File: src/rtl/ch_config_regs.sv
// -----------------------------------------------------------------------------
// ch_config_regs
//
// Per-channel configuration register bank for one DDS channel. Byte writes
// from the bus interface land in shadow registers. A commit request copies the
// whole shadow set into the active outputs in a single clock edge, so the DDS
// never sees a half-updated parameter set.
//
// Build option:
//   COMMIT_SYNC_EN  When defined, a pending commit waits for SYNC_STROBE.
//                   The transfer then happens on the edge after the strobe
//                   is sampled. When undefined, the transfer happens on the
//                   edge after the commit write, and SYNC_STROBE is unused.
//
// Ports:
//   CLK_LOW         system clock, rising edge
//   RST_N           asynchronous active-low reset
//   CONFIG_WE       single-cycle byte-write strobe
//   CONFIG_ADDR     write register address
//   CONFIG_DATA     write data byte
//   READ_REG_ADDR   read register address
//   SYNC_STROBE     waveform-period sync pulse (COMMIT_SYNC_EN only)
//   READ_BACK_DATA  registered read data, one cycle after READ_REG_ADDR
//   FREQ_WORD       active frequency tuning word
//   PHASE_WORD      active phase offset
//   AMPL            active amplitude
//   OFFSET          active DC offset
//   WAVE_SEL        active waveform select
//   OUT_EN          channel output enable (written directly, no shadow)
//   CFG_UPDATE      one-cycle pulse after each shadow-to-active transfer
// -----------------------------------------------------------------------------
module ch_config_regs #(
   parameter logic [7:0]  CH_ID      = 8'h01,
   parameter logic [13:0] AMPL_RST   = 14'h1FFF,
   parameter logic [13:0] OFFSET_RST = 14'h2000
) (
   input  logic        CLK_LOW,
   input  logic        RST_N,
   input  logic        CONFIG_WE,
   input  logic [7:0]  CONFIG_ADDR,
   input  logic [7:0]  CONFIG_DATA,
   input  logic [7:0]  READ_REG_ADDR,
   input  logic        SYNC_STROBE,
   output logic [7:0]  READ_BACK_DATA,
   output logic [31:0] FREQ_WORD,
   output logic [15:0] PHASE_WORD,
   output logic [13:0] AMPL,
   output logic [13:0] OFFSET,
   output logic [3:0]  WAVE_SEL,
   output logic        OUT_EN,
   output logic        CFG_UPDATE
);

   // ST_ARMED is reachable only in the synchronised build. It marks the
   // cycle between a sampled SYNC_STROBE and the transfer edge.
   typedef enum logic [1:0] {
      ST_IDLE  = 2'd0,
      ST_REQ   = 2'd1,
      ST_ARMED = 2'd2
   } state_t;

   state_t      state_q, state_d;

   logic [31:0] freq_sh_q,   freq_sh_d;
   logic [15:0] phase_sh_q,  phase_sh_d;
   logic [13:0] ampl_sh_q,   ampl_sh_d;
   logic [13:0] offset_sh_q, offset_sh_d;
   logic [3:0]  wave_sh_q,   wave_sh_d;

   logic [31:0] freq_q,      freq_d;
   logic [15:0] phase_q,     phase_d;
   logic [13:0] ampl_q,      ampl_d;
   logic [13:0] offset_q,    offset_d;
   logic [3:0]  wave_q,      wave_d;

   logic        out_en_q,     out_en_d;
   logic        cfg_update_q, cfg_update_d;
   logic        pending_q,    pending_d;
   logic [7:0]  rd_data_q,    rd_data_d;

   logic        shadow_wr;
   logic        commit_wr;
   logic        xfer;

`ifndef COMMIT_SYNC_EN
   logic        unused_sync;
   assign unused_sync = SYNC_STROBE;
`endif

   assign shadow_wr = CONFIG_WE && (CONFIG_ADDR <= 8'h0A);
   assign commit_wr = CONFIG_WE && (CONFIG_ADDR == 8'h0C) && CONFIG_DATA[0];

   always_comb begin
      state_d      = state_q;
      freq_sh_d    = freq_sh_q;
      phase_sh_d   = phase_sh_q;
      ampl_sh_d    = ampl_sh_q;
      offset_sh_d  = offset_sh_q;
      wave_sh_d    = wave_sh_q;
      freq_d       = freq_q;
      phase_d      = phase_q;
      ampl_d       = ampl_q;
      offset_d     = offset_q;
      wave_d       = wave_q;
      out_en_d     = out_en_q;
      cfg_update_d = 1'b0;
      pending_d    = pending_q;
      rd_data_d    = 8'h00;
      xfer         = 1'b0;

      // Commit sequencing. A commit write that arrives while a request is
      // already outstanding is absorbed, because the state stays non-idle.
      case (state_q)
         ST_IDLE: begin
            if (commit_wr) state_d = ST_REQ;
         end
`ifdef COMMIT_SYNC_EN
         ST_REQ: begin
            if (SYNC_STROBE) state_d = ST_ARMED;
         end
         ST_ARMED: begin
            xfer    = 1'b1;
            state_d = ST_IDLE;
         end
`else
         ST_REQ: begin
            xfer    = 1'b1;
            state_d = ST_IDLE;
         end
`endif
         default: state_d = ST_IDLE;
      endcase

      // The transfer copies the shadow values held before this edge. A shadow
      // write on the same edge is kept for the next commit.
      if (xfer) begin
         freq_d       = freq_sh_q;
         phase_d      = phase_sh_q;
         ampl_d       = ampl_sh_q;
         offset_d     = offset_sh_q;
         wave_d       = wave_sh_q;
         cfg_update_d = 1'b1;
      end

      if (CONFIG_WE) begin
         case (CONFIG_ADDR)
            8'h00:   freq_sh_d[7:0]     = CONFIG_DATA;
            8'h01:   freq_sh_d[15:8]    = CONFIG_DATA;
            8'h02:   freq_sh_d[23:16]   = CONFIG_DATA;
            8'h03:   freq_sh_d[31:24]   = CONFIG_DATA;
            8'h04:   phase_sh_d[7:0]    = CONFIG_DATA;
            8'h05:   phase_sh_d[15:8]   = CONFIG_DATA;
            8'h06:   ampl_sh_d[7:0]     = CONFIG_DATA;
            8'h07:   ampl_sh_d[13:8]    = CONFIG_DATA[5:0];
            8'h08:   offset_sh_d[7:0]   = CONFIG_DATA;
            8'h09:   offset_sh_d[13:8]  = CONFIG_DATA[5:0];
            8'h0A:   wave_sh_d          = CONFIG_DATA[3:0];
            8'h0B:   out_en_d           = CONFIG_DATA[0];
            default: ;
         endcase
      end

      // A shadow write wins over the clear, so data written at the transfer
      // edge is still flagged as uncommitted.
      if (shadow_wr) begin
         pending_d = 1'b1;
      end else if (xfer) begin
         pending_d = 1'b0;
      end

      case (READ_REG_ADDR)
         8'h00:   rd_data_d = freq_sh_q[7:0];
         8'h01:   rd_data_d = freq_sh_q[15:8];
         8'h02:   rd_data_d = freq_sh_q[23:16];
         8'h03:   rd_data_d = freq_sh_q[31:24];
         8'h04:   rd_data_d = phase_sh_q[7:0];
         8'h05:   rd_data_d = phase_sh_q[15:8];
         8'h06:   rd_data_d = ampl_sh_q[7:0];
         8'h07:   rd_data_d = {2'b00, ampl_sh_q[13:8]};
         8'h08:   rd_data_d = offset_sh_q[7:0];
         8'h09:   rd_data_d = {2'b00, offset_sh_q[13:8]};
         8'h0A:   rd_data_d = {4'b0000, wave_sh_q};
         8'h0B:   rd_data_d = {7'b0000000, out_en_q};
         8'h0C:   rd_data_d = {7'b0000000, (state_q != ST_IDLE)};
         8'h0D:   rd_data_d = {7'b0000000, pending_q};
         8'h0E:   rd_data_d = CH_ID;
         default: rd_data_d = 8'h00;
      endcase
   end

   always_ff @(posedge CLK_LOW or negedge RST_N) begin
      if (!RST_N) begin
         state_q      <= ST_IDLE;
         freq_sh_q    <= 32'h0;
         phase_sh_q   <= 16'h0;
         ampl_sh_q    <= AMPL_RST;
         offset_sh_q  <= OFFSET_RST;
         wave_sh_q    <= 4'h0;
         freq_q       <= 32'h0;
         phase_q      <= 16'h0;
         ampl_q       <= AMPL_RST;
         offset_q     <= OFFSET_RST;
         wave_q       <= 4'h0;
         out_en_q     <= 1'b0;
         cfg_update_q <= 1'b0;
         pending_q    <= 1'b0;
         rd_data_q    <= 8'h00;
      end else begin
         state_q      <= state_d;
         freq_sh_q    <= freq_sh_d;
         phase_sh_q   <= phase_sh_d;
         ampl_sh_q    <= ampl_sh_d;
         offset_sh_q  <= offset_sh_d;
         wave_sh_q    <= wave_sh_d;
         freq_q       <= freq_d;
         phase_q      <= phase_d;
         ampl_q       <= ampl_d;
         offset_q     <= offset_d;
         wave_q       <= wave_d;
         out_en_q     <= out_en_d;
         cfg_update_q <= cfg_update_d;
         pending_q    <= pending_d;
         rd_data_q    <= rd_data_d;
      end
   end

   assign READ_BACK_DATA = rd_data_q;
   assign FREQ_WORD      = freq_q;
   assign PHASE_WORD     = phase_q;
   assign AMPL           = ampl_q;
   assign OFFSET         = offset_q;
   assign WAVE_SEL       = wave_q;
   assign OUT_EN         = out_en_q;
   assign CFG_UPDATE     = cfg_update_q;

endmodule

File: config.mk
export PLATFORM = sky130hd
export DESIGN_NAME = ch_config_regs
export DESIGN_NICKNAME = d
export VERILOG_FILES = /design/src/rtl/ch_config_regs.sv
export SDC_FILE = /design/constraint.sdc
export NUM_CORES = 1
export LEC_CHECK = 0
export ABC_AREA = 1
export BUFFER_PORTS_ARGS = -buffer_cell sky130_fd_sc_hd__buf_2
export CAP_MARGIN = 25
export CORE_ASPECT_RATIO = 0.6
export CORE_MARGIN = 2
export CORE_UTILIZATION = 53
export CTS_CLUSTER_SIZE = 25
export DETAILED_ROUTE_END_ITERATION = 10
export PLACE_DENSITY_LB_ADDON = 0.3
export SLEW_MARGIN = 30
export SYNTH_ARGS = -nofsm -noshare
export SYNTH_HDL_FRONTEND = slang
export SYNTH_SLANG_ARGS = --single-unit
File: constraint.sdc
create_clock -name CLK_LOW -period 1.8 [get_ports CLK_LOW]
set_input_delay 0.27 -clock CLK_LOW [delete_from_list [all_inputs] [get_ports CLK_LOW]]
set_output_delay 0.27 -clock CLK_LOW [all_outputs]
set_load 0.02 [all_outputs]
# Word level (Yosys, flattened, before mapping)
# Cells that the tools add are included.
[op_classes]
order_cmp = 1
n_eq_ne = 28
mux = 7
reduce_logical = 20
[ops]
columns = ["operator", "n"]
rows = [
  ["8-bit one-hot mux with 15 select lines", 1],
  ["8-bit by 4-bit equality test with 1-bit output (second input constant)", 12],
  ["8-bit by 3-bit equality test with 1-bit output (second input constant)", 8],
  ["8-bit by 2-bit equality test with 1-bit output (second input constant)", 4],
  ["2-bit AND reduction", 12],
  ["8-bit by 1-bit equality test with 1-bit output (second input constant)", 2],
  ["8-bit logical NOT", 2],
  ["8-bit by 4-bit less-or-equal comparator with 1-bit output (second input constant)", 1],
  ["1-bit two-way mux", 4],
  ["2-bit two-way mux", 2],
  ["2-bit nonzero test", 2],
  ["1-bit logical AND", 3],
  ["2-bit by 1-bit equality test with 1-bit output (second input constant)", 1],
  ["2-bit logical NOT", 1],
  ["2-bit inequality test (second input constant)", 1],
]
[word_totals]
regBits = 173
in_bits = 28
out_inout_bits = 90
wordCells = 77

# Longest topological paths before layout
[depth]
word_depth = 5
mapped_depth = 10
ltp_nobuf = 9

# Worst setup path after synthesis
# No wires, ideal clock.
[synth_timing]
path_type = "reg-to-reg"
startpoint = "reg state_q[0]"
endpoint = "reg freq_q[22], in the netlist FREQ_WORD[22]"
setup_time_ps = 134
arrival_time_ps = 1111
t_required_ps = 1666
setup_slack_ps = 554
path_stages_with_launch = 6
n_path_buf = 3
period_less_slack_ps = 1246
path_cell_list = "dfrtp_1 > clkbuf_1 > inv_1 > buf_2 > clkbuf_1 > o21ai_0"
[synth_via]
elab_chain_cells = 2
[synth_lines]
columns = ["element", "line_no", "rtl"]
rows = [
  ["start: declaration", "62", "state_t state_q, state_d;"],
  ["start signal: assignment", "209", "state_q <= state_d;"],
  ["2-bit by 1-bit equality test with 1-bit output", "113", "case (state_q)"],
  ["1-bit two-way mux", "113", ""],
  ["end signal: assignment", "215", "freq_q <= freq_d;"],
  ["end: declaration", "70", "logic [31:0] freq_q, freq_d;"],
]
# Every way passes these cells.
# A chain may end at the register's enable or synchronous reset.

# Final worst setup path
[layout_timing]
startpoint = "reg ampl_q[4], in the netlist AMPL[4]"
endpoint = "out AMPL[4]"
[layout_lines]
columns = ["element", "line_no", "rtl"]
rows = [
  ["start: declaration", "72", "logic [13:0] ampl_q, ampl_d;"],
  ["start signal: assignment", "217", "ampl_q <= ampl_d;"],
  ["end: declaration", "47", "output logic [13:0] AMPL,"],
]
# No word-level cell between the ends.

==> results.tsv <==
stage	metric	value	unit
outcome	status	completed	
placed_design	port-buffer-count	116	
flow_run	max-cap-violations	0	
cells_and_area	final_area	8680	sq um
placed_design	place_area	8090	sq um
routing	wl_per_cell	16.8	um
floorplanning	coreArea	13500	sq um
timing	worst-slew-pin-transition	0.579	ns
floorplanning	dieHeight	94.6	um
timing	setup_viol	0	
timing	period_share	77.1	%
setup_path	crit_family	flip-flops	
floorplanning	initial_utilization	53.7	%
cells_and_area	areaGrowthSynthToFinish	19.8	%
routing	drt_pass1_iterations	5	
cells_and_area	final_nets	993	
power_and_ir_drop	p_leak	4.52	nW
timing	fmax	0.720	GHz
logic_synthesis	yosysWarnings	0	
logic_synthesis	netlist_instances	839	
logic_synthesis	syn_nets	867	
clocking	clockBufferDepth	2	
setup_path	crit_chain	buf_2	
timing	maxSlewViolCount	0	
timing	slew_headroom	61.3	%
clocking	post_cts_buffers	0	
clocking	root_buffer	clkbuf_16	
global_routing	grt_max_degree	106	
setup_path	end_kind	output port	
cells_and_area	drive_gt1_share	21.2	%
setup_path	crit_buf_inv	1	
clocking	cts_sinks	172	
clocking	insertion_delay	0.43	ns
setup_path	worst_ep_required_time	1.53	ns
setup_path	worstSetupPathType	flop to output port	
cells_and_area	final_common_cell	nand2_1	
logic_synthesis	syn-cell-area	7250	sq um
setup_path	cp_slowest_cell	dfstp_2	
logic_synthesis	syn_avg_cell_area	8.64	sq um
power_and_ir_drop	power_density	958	nW/um^2
logic_synthesis	ys_types	19	
logic_synthesis	yosysSeqAreaShare	59.9	%
power_and_ir_drop	ir_worst_vdd	0.490	mV
timing	rsz0062_at_grt	no	
clocking	cts_tree	yes	
placed_design	place.gp.congestion	0.908	
clocking	htreeDepth	4	
power_and_ir_drop	power	8.31	mW
power_and_ir_drop	combinationalPowerShare	6.4	%
cells_and_area	layout_common_cells	nand2_1, dfrtp_1, o21ai_0, buf_2, inv_1	
timing	fin_tns_setup	0	ns
timing	hold_violations	0	
routing	detail-route-antenna-nets	0	
global_routing	grt_pass1_wl	31500	um
global_routing	grt-ovfl-total	0	
power_and_ir_drop	p_sw	2.05	mW
floorplanning	dieArea	14700	sq um
setup_path	cpPeakStageDelay	0.53	ns
min_path	hp-class	primary input to flop	
global_routing	grt_usage	28.7	%
clocking	clk_pin_slew	0.07	ns
floorplanning	fp.dieW	155	um
floorplanning	num_rows	33	
floorplanning	io_pins	118	
routing	vias	6252	
placed_design	hpwl	13800	um
setup_path	cp_max_fo	2	
timing	fin_skew	0.00871	ns
setup_path	cp_data_arrival_time	1.12	ns
global_routing	grt_pass1_vias	5869	
power_and_ir_drop	power_switching_share	24.6	%
logic_synthesis	ys_ff_latch	172	
power_and_ir_drop	pwr-share-clk	44.0	%
routing	drt-initial-drc-count	638	
routing	drcViolationCount	0	
routing	finalWirelength	19400	um
routing	vias_per_cell	5.42	
timing	min_period	1.39	ns
clocking	numCtsBuffers	17	
global_routing	antenna_found_initial	2	
power_and_ir_drop	p_int	6.27	mW
power_and_ir_drop	power_frac_seq	49.6	%
setup_path	start_kind	flop	
cells in the mapped netlist:
library cell  number  share of area, %
nand2_1          278                14
o21ai_0          144               9.9
clkbuf_1          13              0.67
inv_1             82               4.2
nor2_2             1             0.086
nor4_1             1             0.086
nand3_4            1              0.24
nor3_1             2              0.14
o21ai_1            8              0.55
nand3_1           59               4.1
nor2_1            49               2.5
dfstp_2           28                10
nor2_4             6              0.93
dfrtp_1          144                50
o22ai_1            1             0.086
buf_6              7               1.1
nand2_2            1             0.086
buf_2             13              0.90
a21oi_1            1             0.069
registers in the layout, indices dropped and copies added, names as in the netlist:
| register | cells |
|---|---|
| pending_q | 1 |
| offset_sh_q | 14 |
| PHASE_WORD | 16 |
| READ_BACK_DATA | 8 |
| CFG_UPDATE | 1 |
| AMPL | 14 |
| state_q | 1 |
| OFFSET | 14 |
| OUT_EN | 1 |
| FREQ_WORD | 32 |
| wave_sh_q | 4 |
| WAVE_SEL | 4 |
| ampl_sh_q | 14 |
| freq_sh_q | 32 |
| phase_sh_q | 16 |
power by group through the flow:
stage                     logic, mW  clock network [mW]  registers [mW]
after floorplan               0.195                   0            4.21
after global placement        0.513                   0            4.19
after detailed placement      0.527                   0            4.19
after CTS                     0.535                3.68            4.12
after global routing          0.603                3.85            4.14
final                         0.536                3.65            4.12
timing repair:
item                                   CTS  global route
hold buffers                             1             0
endpoints found under the hold margin   43             0
resized for setup                        0             0
per-layer routing:
layer	routed length (um)	share of wire, %	track usage [%]
met2	8100	42	42.6
met4	274	1.4	8.02
met3	2000	10	6.84
met5	13	0.067	0
met1	9000	46	42.5
cell families (layout without fill, tap and decap cells):
family	Yosys count	count (layout)	share of synthesized area (%)
flip-flops	172	172	59.9
other	0	1	0
buffers and inverters	115	254	6.91
AND/OR/NAND/NOR	398	398	22.6
AO/OA/AOI/OAI	154	154	10.7
through the flow:
step	instances	hold slack, ns	worst slack (ns)	util [%]
6_report	1154	0.110	0.411	64.3
5_1_grt	1153	0.135	0.378	64.3
4_1_cts	1153	0.105	0.400	64.3
3_5_place_dp	1120	0.241	0.209	59.9
3_3_place_gp	1120	0.243	0.227	59.9
2_1_floorplan	839	-0.0256	0.554	-
worst paths after layout:
check                      cells after the start  slack [ns]           start       endpoint
min in group asynchronous                      2        0.34           RST_N   FREQ_WORD[5]
max in group asynchronous                      3        0.80           RST_N        AMPL[2]
setup reg to reg                               3        0.52      state_q[0]  FREQ_WORD[13]
setup / recovery                               1        0.41         AMPL[4]        AMPL[4]
hold / removal                                 3        0.11  CONFIG_ADDR[3]     state_q[0]
hold reg to reg                                2        0.46        AMPL[11]       AMPL[11]
final cells by class:
class	instances	area, sq um
Antenna cell	1	2.50
Clock buffer	18	439
Clock inverter	14	144
Fill cell	1133	4820
Inverter	82	309
Multi-Input combinational cell	552	2410
Sequential cell	172	4340
Tap cell	175	219
Timing Repair Buffer	140	820
No activity file was read; power rests on OpenSTA's default activity.
